===== config.mk =====
export PLATFORM = sky130hd
export DESIGN_NAME = jtag_ir_dr
export DESIGN_NICKNAME = d
export VERILOG_FILES = /design/src/rtl/jtag_types_pkg.sv /design/src/rtl/jtag_instr_decode.sv /design/src/rtl/jtag_ir_dr.sv
export SDC_FILE = /design/constraint.sdc
export NUM_CORES = 1
export LEC_CHECK = 0
export BUFFER_PORTS_ARGS = -buffer_cell sky130_fd_sc_hd__buf_2
export CAP_MARGIN = 20
export CORE_UTILIZATION = 50
export DETAILED_ROUTE_END_ITERATION = 8
export GPL_TIMING_DRIVEN = 0
export PLACE_DENSITY = 0.74
export SYNTH_ARGS = -nofsm -noshare
export SYNTH_HDL_FRONTEND = slang
export SYNTH_HIERARCHICAL = 1
export SYNTH_SLANG_ARGS = --single-unit

===== constraint.sdc =====
create_clock -name TCK -period 1.8 [get_ports TCK]
set_input_delay 0 -clock TCK [delete_from_list [all_inputs] [get_ports TCK]]
set_output_delay 0 -clock TCK [all_outputs]
set_load 0.02 [all_outputs]

===== src/rtl/jtag_types_pkg.sv =====
// Shared JTAG types: instruction width, opcodes and the decoded DR-select bundle.
package jtag_types_pkg;

    localparam int IR_WIDTH = 5;

    typedef logic [IR_WIDTH-1:0] instr_t;

    localparam instr_t OP_EXTEST         = 5'b00000;
    localparam instr_t OP_IDCODE         = 5'b00001;
    localparam instr_t OP_SAMPLE_PRELOAD = 5'b00010;
    localparam instr_t OP_BYPASS         = 5'b11111;

    localparam instr_t IR_CAPTURE_PAT    = 5'b00001;

    typedef struct packed {
        logic bsr_sel;
        logic extest;
        logic idcode_sel;
        logic bypass_sel;
    } dr_sel_t;

endpackage


===== src/rtl/jtag_instr_decode.sv =====
// Combinational decode of the active instruction into data-register selects.
module jtag_instr_decode
    import jtag_types_pkg::*;
(
    input  instr_t  instr,
    output dr_sel_t sel
);

    always_comb begin
        // NOTE: default first so every path assigns sel and no latch is inferred.
        sel = '{bsr_sel: 1'b0, extest: 1'b0, idcode_sel: 1'b0, bypass_sel: 1'b1};
        case (instr)
            OP_EXTEST:         sel = '{bsr_sel: 1'b1, extest: 1'b1, idcode_sel: 1'b0, bypass_sel: 1'b0};
            OP_SAMPLE_PRELOAD: sel = '{bsr_sel: 1'b1, extest: 1'b0, idcode_sel: 1'b0, bypass_sel: 1'b0};
            OP_IDCODE:         sel = '{bsr_sel: 1'b0, extest: 1'b0, idcode_sel: 1'b1, bypass_sel: 1'b0};
            default:           ;
        endcase
    end

endmodule


===== src/rtl/jtag_ir_dr.sv =====
// JTAG IR shift/update stages, BYPASS and IDCODE data registers, and the TDO mux.
module jtag_ir_dr
    import jtag_types_pkg::*;
#(
    parameter logic [31:0] IDCODE_VALUE = 32'h1000_0001
) (
    input  logic   TCK,
    input  logic   TRST,
    input  logic   tdi,
    input  logic   test_reset,
    input  logic   ir_capture,
    input  logic   ir_shift,
    input  logic   ir_update,
    input  logic   dr_capture,
    input  logic   dr_shift,
    input  logic   bsr_tdo,
    output instr_t instr,
    output logic   bsr_sel,
    output logic   extest,
    output logic   tdo,
    output logic   tdo_en
);

    instr_t      ir_sr;
    logic        bypass_r;
    logic [31:0] id_sr;
    dr_sel_t     sel;

    jtag_instr_decode u_decode (
        .instr (instr),
        .sel   (sel)
    );

    // Strobes are one-hot from the TAP; the else-if chain only settles illegal overlap.
    always_ff @(posedge TCK or negedge TRST) begin
        if (!TRST) begin
            instr    <= OP_IDCODE;
            ir_sr    <= '0;
            bypass_r <= 1'b0;
            id_sr    <= '0;
        end else if (test_reset) begin
            // NOTE: non-blocking everywhere here so ir_update sees the pre-edge ir_sr.
            instr <= OP_IDCODE;
            ir_sr <= IR_CAPTURE_PAT;
        end else if (ir_capture || dr_capture) begin
            if (ir_capture) ir_sr <= IR_CAPTURE_PAT;
            if (dr_capture) begin
                if (sel.bypass_sel) bypass_r <= 1'b0;
                if (sel.idcode_sel) id_sr    <= IDCODE_VALUE;
            end
        end else if (ir_shift || dr_shift) begin
            if (ir_shift) ir_sr <= {tdi, ir_sr[IR_WIDTH-1:1]};
            if (dr_shift) begin
                if (sel.bypass_sel) bypass_r <= tdi;
                if (sel.idcode_sel) id_sr    <= {tdi, id_sr[31:1]};
            end
        end else if (ir_update) begin
            instr <= ir_sr;
        end
    end

    assign bsr_sel = sel.bsr_sel;
    assign extest  = sel.extest;
    assign tdo_en  = ir_shift | dr_shift;

    always_comb begin
        tdo = 1'b0;
        if (ir_shift) begin
            tdo = ir_sr[0];
        end else if (dr_shift) begin
            if (sel.bsr_sel)         tdo = bsr_tdo;
            else if (sel.idcode_sel) tdo = id_sr[0];
            else                     tdo = bypass_r;
        end
    end

endmodule


==> results of run 1 <==
-- kinds of logic (layout without fill, tap and decap cells) --
logic type | after synthesis | count (layout) | share of synthesized area, %
and+or+nand+nor | 59 | 59 | 13.9
DFF | 43 | 43 | 53.0
AOI/OAI and AO/OA | 5 | 5 | 1.91
muxes | 44 | 44 | 22.2
buffers and inverters | 40 | 80 | 9.05
-- what timing repair did --
action	4_1_cts	5_1_grt
endpoints found under the setup margin	26	33
hold buffers	4	0
resized for setup	16	4
pin swaps	4	3
endpoints found under the hold margin	47	0
buffers inserted	8	4
cloned	2	0
-- registers in the layout (all words and copies together) (netlist names) --
name,count
id_sr,32
instr,5
ir_sr,5
bypass_r,1
-- placed cells by master (no fill, tap or decap), drive strengths merged --
cell type and instances:
dfrtp 42, nand2 41, mux2i 39, buf 36, inv 30, clkbuf 10
nor2 5, nor3 5, mux2 5, dlygate4sd3 4, nand2b 2, o211ai 2
or2 1, o21ai 1, nor4b 1, nor2b 1, o211a 1, and2 1
dfstp 1, or3 1, nor3b 1, a21o 1
-- through the flow --
stage	worst slack [ps]	hold slack (ps)
floorplan	-71.8	-296
detailed placement	-123	196
CTS	-411	21.6
finish	-339	39.4
global placement	-93.2	194
global route	-420	71.9
-- report_power, final --
group	leakage (nW)	internal (mW)	switching [mW]
logic	0.550	0.123	0.107
clock network	0.0515	0.350	0.313
registers	0.580	0.982	0.0101
total	1.18	1.46	0.430
-- tightest hold or removal path: cells and delay by family --
kind	cells	cell delay, ps
mux	1	120
buf+inv	1	110
simple gates	1	60
-- how the worst max path moves through the flow --
| stage | to | slack, ps | from |
|---|---|---|---|
| after floorplan | id_sr[28] | -70 | instr[4] |
| after global placement | id_sr[28] | -90 | instr[4] |
| after detailed placement | id_sr[28] | -120 | instr[4] |
| after CTS | tdo | -410 | instr[3] |
| after global routing | tdo | -420 | instr[3] |
| final | tdo | -340 | instr[3] |
-- final cells by class --
| cell class | count | area (µm²) |
|---|---|---|
| inverters | 30 | 113 |
| repair buffers | 32 | 280 |
| fillers | 273 | 1240 |
| flip-flops and latches | 43 | 1080 |
| multi-input cells | 108 | 788 |
| plain buffers | 10 | 105 |
| well taps | 48 | 60.1 |
| clock buffers | 8 | 100 |
-- per-layer routing --
layer | share of wire, % | up-vias | routed length, µm | GRT usage, %
met5 | 0 | - | 0 | 0
met4 | 0.99 | 0 | 36 | 7.34
met3 | 2.7 | 4 | 99 | 5.21
met2 | 50 | 16 | 1830 | 31.0
met1 | 46 | 652 | 1660 | 25.8
li1 | - | 679 | - | -
-- synth_stat cells --
cell type  instances  share of area (%)
inv_2              1               0.18
mux2_2             4                2.2
nor4b_4            1                1.2
or3_4              1               0.55
mux2i_1           39                 19
o211a_1            1               0.49
buf_4              2               0.74
a21o_2             1               0.43
nand2b_1           2               0.62
or2_4              1               0.43
mux2_4             1               0.74
buf_6              3                1.7
nor2_1             5               0.92
nor3b_2            1               0.62
dfstp_2            1                1.3
o211ai_1           2               0.74
and2_1             1               0.31
o21ai_0            1               0.25
nand2_1           41                7.6
buf_2              3               0.74
inv_1             29                5.4
nor2b_2            1               0.43
clkbuf_1           2               0.37
dfrtp_1           42                 52
nor3_1             5                1.2
==> key figures, run 1 <==
Run status
  – Status: finished, violations left
  – Failing checks: negative setup slack

Critical path
  – Crit path kind: reg -> out
  – R2r endpoint: id_sr[28]
  – Reg2reg setup slack: -190 ps
  – Crit path arrival time: 2140 ps
  – Crit end category: primary output
  – Crit-path leading delay family: simple AND/OR/NAND/NOR gates
  – Slowest CP cell: dfrtp_2
  – Origin of the critical flop-to-flop path: instr[3]
  – Cell depth of the worst setup path: 6
  – CP bufs+invs: 1
  – Critical Path Start Type: register
  – Max FO, Critical Path: 2
  – Sequence of cells on the critical path: or3_4 -> nor3b_4 -> mux2_4 -> o211ai_1 -> o21ai_1 -> buf_4
  – CP peak stage delay: 410 ps
  – Worst Reg-to-Reg Cells: 7
  – Crit path required time: 1800 ps

STA
  – Worst Max-Slew Pin Slew: about 920 ps
  – Max Slew Vio Count: 0
  – Setup violators final: 33
  – Final period utilization: 119%
  – Worst setup margin: -339 ps
  – Slew margin rel.: approximately two fifths
  – Setup TNS: -4360 ps
  – F_max: about 470 MHz
  – RSZ-0062 raised after global routing: yes
  – Hold Fails Final Rpt: 0
  – Min cycle time layout: around 2100 ps
  – Clock Skews: 6.18 ps

Clock tree
  – Total CTS buffers: 5
  – Sink Count: 43
  – Clk buf depth: 2
  – Worst-skew pair later-pin latency: 290 ps
  – Worst-path clk slew: approximately 80 ps
  – Root Buffer: clkbuf_8
  – H-tree depth: 2
  – CTS tree: yes

Power and ir drop
  – Total Power: roughly 1.9 mW
  – Pwr/cell area: 746 mW/mm²
  – Max VDD drop: 0.000555 V
  – Leakage: 1.18 nW

Floorplanning
  – Row count: 22
  – Starting Density: between 50% and 60%
  – Die area: between 0.004 and 0.005 mm²
  – Vert. Die Dim: roughly 66 µm
  – DIE WIDTH: roughly 66 µm
  – CORE AREA: 0.00377 mm²
  – IO Count: 19

Route
  – Initial DRT Pass Iterations: 4
  – Vias: between 1000 and 1500
  – DRT iter0 DRCs: 56
  – Drt via density: 4.84
  – Antenna-violating nets left: 0
  – Avg WL per Cell: ~13 µm
  – DRC: 0
  – Routed WL: 3620 µm

Synthesis
  – Mapped Area: 0.00203 mm²
  – Post-Syn Nets: 201
  – Yosys warns: 6
  – Synth Register Bits: between 40 and 50
  – Unique masters post-synth: 25
  – Syn Inst Count: ~190
  – Sequential area share after synthesis: a little over half
  – Syn avg cell area: between 10 and 15 µm²

Cells and area
  – Fin cells: roughly 280
  – Final instance area: about 0.0025 mm²
  – # diodes: 0
  – P&R area growth vs syn: 24.3%
  – Layout cells sized above 1: approximately a quarter
  – Finished Core Util: roughly two thirds
  – Nets: 240

Hold path
  – Hold Crit Class: in -> reg
  – Hold path endpoint: ir_sr[4]
  – WHS Path Cells: 3
  – Worst Min Path Start: tdi

Place
  – Cells after DPL: 255
  – Post-placement cell area: ~0.0022 mm²
  – Final HPWL DP: about 2200 µm
  – Routability cong.: between 0.7 and 0.8
  – Port Buffers: 16

Global route
  – Tot GR Track Use: 19.6%
  – Vias in the first global route: 1387
  – Largest net degree at the start of global routing: 44
  – Initial antenna violation count: 0
  – First-pass GRT wire length: approximately 6300 µm
  – Global route overflow: 0

Run
  – Max Cap Viol: 0
(Power assumes the default switching activity.)
==> inputs of run 2 (changes only) <==
--- a/config.mk
+++ b/config.mk
@@ -5,12 +5,12 @@
 export SDC_FILE = /design/constraint.sdc
 export NUM_CORES = 1
 export LEC_CHECK = 0
-export BUFFER_PORTS_ARGS = -buffer_cell sky130_fd_sc_hd__buf_2
 export CAP_MARGIN = 20
 export CORE_UTILIZATION = 50
 export DETAILED_ROUTE_END_ITERATION = 8
+export DONT_BUFFER_PORTS = 1
 export GPL_TIMING_DRIVEN = 0
-export PLACE_DENSITY = 0.74
+export PLACE_DENSITY = 0.7
 export SYNTH_ARGS = -nofsm -noshare
 export SYNTH_HDL_FRONTEND = slang
 export SYNTH_HIERARCHICAL = 1
==> run 2 against run 1 <==
Net effect:
- the run still ends with negative setup slack left
- final cell count decreased by 4.7%
- via count decreased by 2.4%
- fmax increased by 2.1%
- global-route usage increased by 1.2 points
- clock-buffer cell count decreased by 2
- critical path depth increased by 1
- die area unchanged
- critical path type is now reg -> reg
- largest cell class unchanged
- largest power group unchanged
==> key figures, run 2 (synthesis results as in run 1) <==
Floorplanning
  – DIE WIDTH: 65.8 µm
  – Row count: 22
  – Vert. Die Dim: between 60 and 70 µm
  – Starting Density: between 50% and 60%
  – Die area: ~0.0043 mm²
  – CORE AREA: approximately 0.0038 mm²
  – IO Count: 19

Route
  – DRT iter0 DRCs: slightly below 100
  – Routed WL: approximately 3700 µm
  – Avg WL per Cell: about 14 µm
  – Antenna-violating nets left: 0
  – Initial DRT Pass Iterations: 4
  – Routed length on met1: 1650 µm
  – Vias: around 1300
  – DR top layer: met4
  – Metal3 WL: around 170 µm
  – Drt via density: 4.95
  – DRC: 0
  – Met2 Wirelength: approximately 1800 µm

Place
  – Cells after DPL: around 240
  – Post-placement cell area: 0.00210 mm²
  – Port Buffers: 0
  – Final HPWL DP: 2330 µm
  – Routability cong.: just over 0.7

STA
  – Smallest hold slack: ~32 ps
  – Max Slew Vio Count: 0
  – Min cycle time layout: around 2100 ps
  – Final period utilization: 116%
  – Setup violators final: 34
  – RSZ-0062 raised after global routing: yes
  – F_max: 477 MHz
  – Clock Skews: 3.97 ps
  – Worst Max-Slew Pin Slew: between 600 and 700 ps
  – Hold Fails Final Rpt: 0
  – Worst setup margin: -295 ps
  – Slew margin rel.: 58.1%

Cells and area
  – Largest register FFs: 32
  – Most frequent cells in the layout: nand2_1 (41), dfrtp_1 (40), mux2i_1 (38)
  – Largest regs: id_sr: 32 flops, instr: 5 flops, ir_sr: 5 flops
  – P&R area growth vs syn: 23.1%
  – Commonest non-fill, non-tap cell in the layout: nand2_1
  – # fillers: roughly 290
  – Final instance area: 0.00250 mm²
  – # diodes: 0
  – Register with the most flip-flops: id_sr
  – Nets: approximately 230
  – Layout cells sized above 1: ~20%
  – Fin cells: about 270

Run status
  – Status: finished, violations left
  – Failing checks: negative setup slack

Power and ir drop
  – Clock power frac: 33.0%
  – Comb pwr share: approximately an eighth
  – Switching Fraction: ~24%
  – Sequential share of power: 54.4%
  – Internal: between 1 and 1.5 mW
  – Sw Pwr: approximately 0.45 mW
  – Leakage: around 1.1 nW
  – Max VDD drop: 0.000498 V
  – Total Power: 1.83 mW
  – Pwr/cell area: between 700 and 800 mW/mm²

Global route
  – Initial antenna violation count: 0
  – Global route overflow: 0
  – Tot GR Track Use: 20.8%
  – Largest net degree at the start of global routing: 44
  – Vias in the first global route: ~1500
  – First-pass GRT wire length: around 6600 µm

Critical path
  – Worst Reg-to-Reg Cells: 7
  – Origin of the critical flop-to-flop path: instr[3]
  – Critical Path Start Type: register
  – Reg2reg setup slack: -300 ps
  – Crit end category: register
  – Crit path kind: reg -> reg
  – Crit path required time: slightly below 2000 ps
  – Crit path arrival time: around 2300 ps
  – Max FO, Critical Path: 5
  – R2r endpoint: id_sr[28]

Run
  – Max Cap Viol: 0

Clock tree
  – Clk buf depth: 2
  – CTS tree: yes
  – Root Buffer: clkbuf_8
  – Total CTS buffers: 5
  – H-tree depth: 2
  – Worst-path clk slew: ~80 ps
  – Sink Count: between 40 and 50
  – Worst-skew pair later-pin latency: about 300 ps

Hold path
  – Hold Crit Class: in -> reg
  – Worst Min Path Start: dr_capture
  – WHS Path Cells: 2
  – Hold path endpoint: bypass_r
## run 2: layout make-up
cell class	instances	area [µm²]	share of cell area, %
multi-input cells	108	811	32.4
clock inverters	2	12.5	0.500
plain buffers	10	105	4.20
flip-flops and latches	43	1080	43.2
well taps	48	60.1	2.40
inverters	30	113	4.50
repair buffers	19	248	9.90
clock buffers	6	72.6	2.90
## run 2: metal layers
metal  global-route usage [%]  up-vias
met2                     33.5       29
li1                         -      652
met4                     6.79        0
met1                     26.0      630
met5                        0        -
met3                     7.29        7
## run 2: power groups by stage
stage	combinational, mW	sequential [mW]	clock (mW)
CTS	0.235	0.994	0.617
finish	0.231	0.994	0.602
global placement	0.126	1.01	0
global route	0.249	0.996	0.662
floorplan	0.112	1.01	0
detailed placement	0.130	1.01	0
## run 2: worst max-delay path by stage
stage | slack (ps) | endpoint | startpoint
floorplan | -70 | id_sr[28] | instr[4]
global placement | -160 | id_sr[28] | instr[4]
detailed placement | -200 | id_sr[28] | instr[4]
CTS | -320 | tdo | instr[3]
global route | -370 | id_sr[24] | instr[3]
finish | -300 | id_sr[28] | instr[3]
## run 2: timing repair
item,in CTS,in global routing
cloned,2,0
setup endpoints to repair,33,35
setup buffers,8,1
hold endpoints to repair,54,0
hold buffers,9,0
resized for setup,17,5
pin swaps,4,3
## run 2: worst max-delay path, cell delays in order (launching register included)
cell and delay (ps):
dfrtp_2 470, or3_4 420, nor3b_4 240, buf_4 140, o211a_1 150, buf_6 140, buf_12 130, mux2_4 290
## run 2: stage by stage
step	util (%)	TNS [ps]	setup slack (ps)
after floorplan	-	-71.8	-71.8
after global placement	55.6	-1530	-156
after detailed placement	55.6	-3210	-198
after CTS	66.2	-7710	-316
after global routing	66.3	-10870	-375
final	66.3	-7580	-295
==> inputs of run 3 (changes only) <==
--- a/config.mk
+++ b/config.mk
@@ -10,7 +10,8 @@
 export DETAILED_ROUTE_END_ITERATION = 8
 export DONT_BUFFER_PORTS = 1
 export GPL_TIMING_DRIVEN = 0
-export PLACE_DENSITY = 0.7
+export PLACE_DENSITY = 0.67
+export SKIP_CTS_REPAIR_TIMING = 1
 export SYNTH_ARGS = -nofsm -noshare
 export SYNTH_HDL_FRONTEND = slang
 export SYNTH_HIERARCHICAL = 1
==> constraint.sdc (replaced) <==
create_clock -name TCK -period 2.3 [get_ports TCK]
set_input_delay 0 -clock TCK [delete_from_list [all_inputs] [get_ports TCK]]
set_output_delay 0 -clock TCK [all_outputs]
set_load 0.02 [all_outputs]
==> run 3 against run 2 <==
Net effect:
- the run ends with negative hold slack left
- power is 22% lower
- non-clock buffer count shrank 11
- via count is 2.7% lower
- core utilization shrank 5.4 points
- critical path depth shrank 2
- worst setup slack better by 410 ps
- cell area down 8.2%
- clock skew increased by 3.7 ps
- sequential power shrank 22%
- clock-buffer cell count rose by 2
- clock power shrank 14%
- critical endpoint is now tdo
- largest power group unchanged
==> key figures, run 3 (synthesis results as in run 1) <==
STA
  – Min cycle time layout: approximately 2200 ps
  – Final period utilization: approximately 95%
  – RSZ-0062 raised after global routing: no
  – Setup violators final: 0
  – Worst Max-Slew Pin Slew: 622 ps
  – Clock Skews: ~7.7 ps
  – Smallest hold slack: -0.281 ps
  – Slew margin rel.: ~58%
  – Setup TNS: 0 ps
  – Max Slew Vio Count: 0
  – Hold Fails Final Rpt: 2
  – F_max: between 400 and 500 MHz

Route
  – Antenna-violating nets left: 0
  – Initial DRT Pass Iterations: 4
  – Routed length on met1: 1590 µm
  – DR top layer: met4
  – Drt via density: 5.03
  – Metal3 WL: approximately 100 µm
  – DRT iter0 DRCs: 50
  – Routed WL: ~3500 µm
  – Avg WL per Cell: roughly 14 µm
  – Met2 Wirelength: between 1500 and 2000 µm
  – DRC: 0
  – Vias: 1282

Cells and area
  – Layout cells sized above 1: ~15%
  – # diodes: 0
  – Nets: about 220
  – Register with the most flip-flops: id_sr
  – P&R area growth vs syn: 13.0%
  – Final instance area: about 0.0023 mm²
  – Finished Core Util: between 60% and 70%
  – Largest register FFs: 32
  – Most frequent cells in the layout: dfrtp_1 (42), nand2_1 (41), mux2i_1 (39)
  – Largest regs: id_sr: 32 flops, instr: 5 flops, ir_sr: 5 flops
  – Commonest non-fill, non-tap cell in the layout: dfrtp_1

Clock tree
  – Total CTS buffers: 5
  – Sink Count: between 40 and 50
  – Worst-skew pair later-pin latency: 290 ps
  – Clk buf depth: 2
  – H-tree depth: 2
  – Worst-path clk slew: 80 ps
  – CTS tree: yes
  – Root Buffer: clkbuf_8

Critical path
  – Origin of the critical flop-to-flop path: instr[4]
  – Crit path kind: reg -> out
  – Critical Path Start Type: register
  – Worst Reg-to-Reg Cells: 6
  – Max FO, Critical Path: 4
  – Crit path required time: around 2300 ps
  – Crit end category: primary output
  – Reg2reg setup slack: 210 ps
  – R2r endpoint: id_sr[28]
  – Crit path arrival time: between 2000 and 2500 ps

Floorplanning
  – Starting Density: roughly 54%
  – Vert. Die Dim: approximately 66 µm
  – CORE AREA: about 0.0038 mm²
  – Die area: 0.00432 mm²
  – DIE WIDTH: between 60 and 70 µm
  – IO Count: 19
  – Row count: 22

Run status
  – Failing checks: negative hold slack
  – Status: finished, violations left

Power and ir drop
  – Leakage: roughly 1.0 nW
  – Max VDD drop: roughly 0.00047 V
  – Pwr/cell area: around 620 mW/mm²

Run
  – Max Cap Viol: 0

Global route
  – Vias in the first global route: 1338
  – Largest net degree at the start of global routing: 44
  – First-pass GRT wire length: roughly 5800 µm
  – Initial antenna violation count: 0
  – Tot GR Track Use: a little under a fifth
  – Global route overflow: 0

Hold path
  – Hold Crit Class: in -> reg
  – WHS Path Cells: 2
  – Hold path endpoint: bypass_r
  – Worst Min Path Start: tdi

Place
  – Port Buffers: 0
  – Routability cong.: 0.727
  – Final HPWL DP: 2450 µm
  – Post-placement cell area: 0.00209 mm²
==> run 3: changes by cell type in the layout (fill, tap and decap cells not counted), sizes merged <==
cell         delta
buf            -10
clkbuf          +2
clkinv          -1
clkinvlp        -1
dlygate4sd3     -1
==> run 3: worst max path at each step <==
| stage | start | endpoint | slack, ps | cells past startpoint |
|---|---|---|---|---|
| CTS | instr[4] | tdo | -110 | 4 |
| floorplan | instr[4] | id_sr[28] | 370 | 6 |
| global route | instr[4] | tdo | 9 | 5 |
| global placement | instr[4] | id_sr[28] | 280 | 6 |
| finish | instr[4] | tdo | 110 | 5 |
| detailed placement | instr[4] | id_sr[28] | 220 | 6 |
==> run 3: where the power goes <==
group | leakage (nW) | switching (mW) | internal (mW)
Combinational | 0.396 | 0.0705 | 0.0593
Clock | 0.0515 | 0.244 | 0.274
Sequential | 0.583 | 0.00823 | 0.769
==> run 3: layout make-up <==
cell class	instances	area, µm²
Buffer	10	71.3
Sequential cell	43	1080
Clock buffer	8	100
Timing Repair Buffer	8	97.6
Inverter	30	113
Fill cell	330	1480
Tap cell	48	60.1
Multi-Input combinational cell	108	777
==> run 3: per-layer routing <==
layer	track usage, %	vias to the layer above
met5	0	-
met1	21.6	626
li1	-	629
met2	31.3	20
met3	5.90	7
met4	5.71	0
==> run 3: critical path, cell delays in order, from the launching register on <==
cell and delay, ps:
dfrtp_1 480, or3_4 460, nor3b_2 230, mux2_2 360, o211ai_1 210, o21ai_2 140
==> run 3: metrics by stage <==
step | setup WS, ps | total power, mW | std cells
after floorplan | 372 | 0.875 | 191
after CTS | -110 | 1.41 | 247
after global routing | 9.26 | 1.48 | 255
final | 114 | 1.42 | 255
after detailed placement | 221 | 0.892 | 239
after global placement | 276 | 0.889 | 239
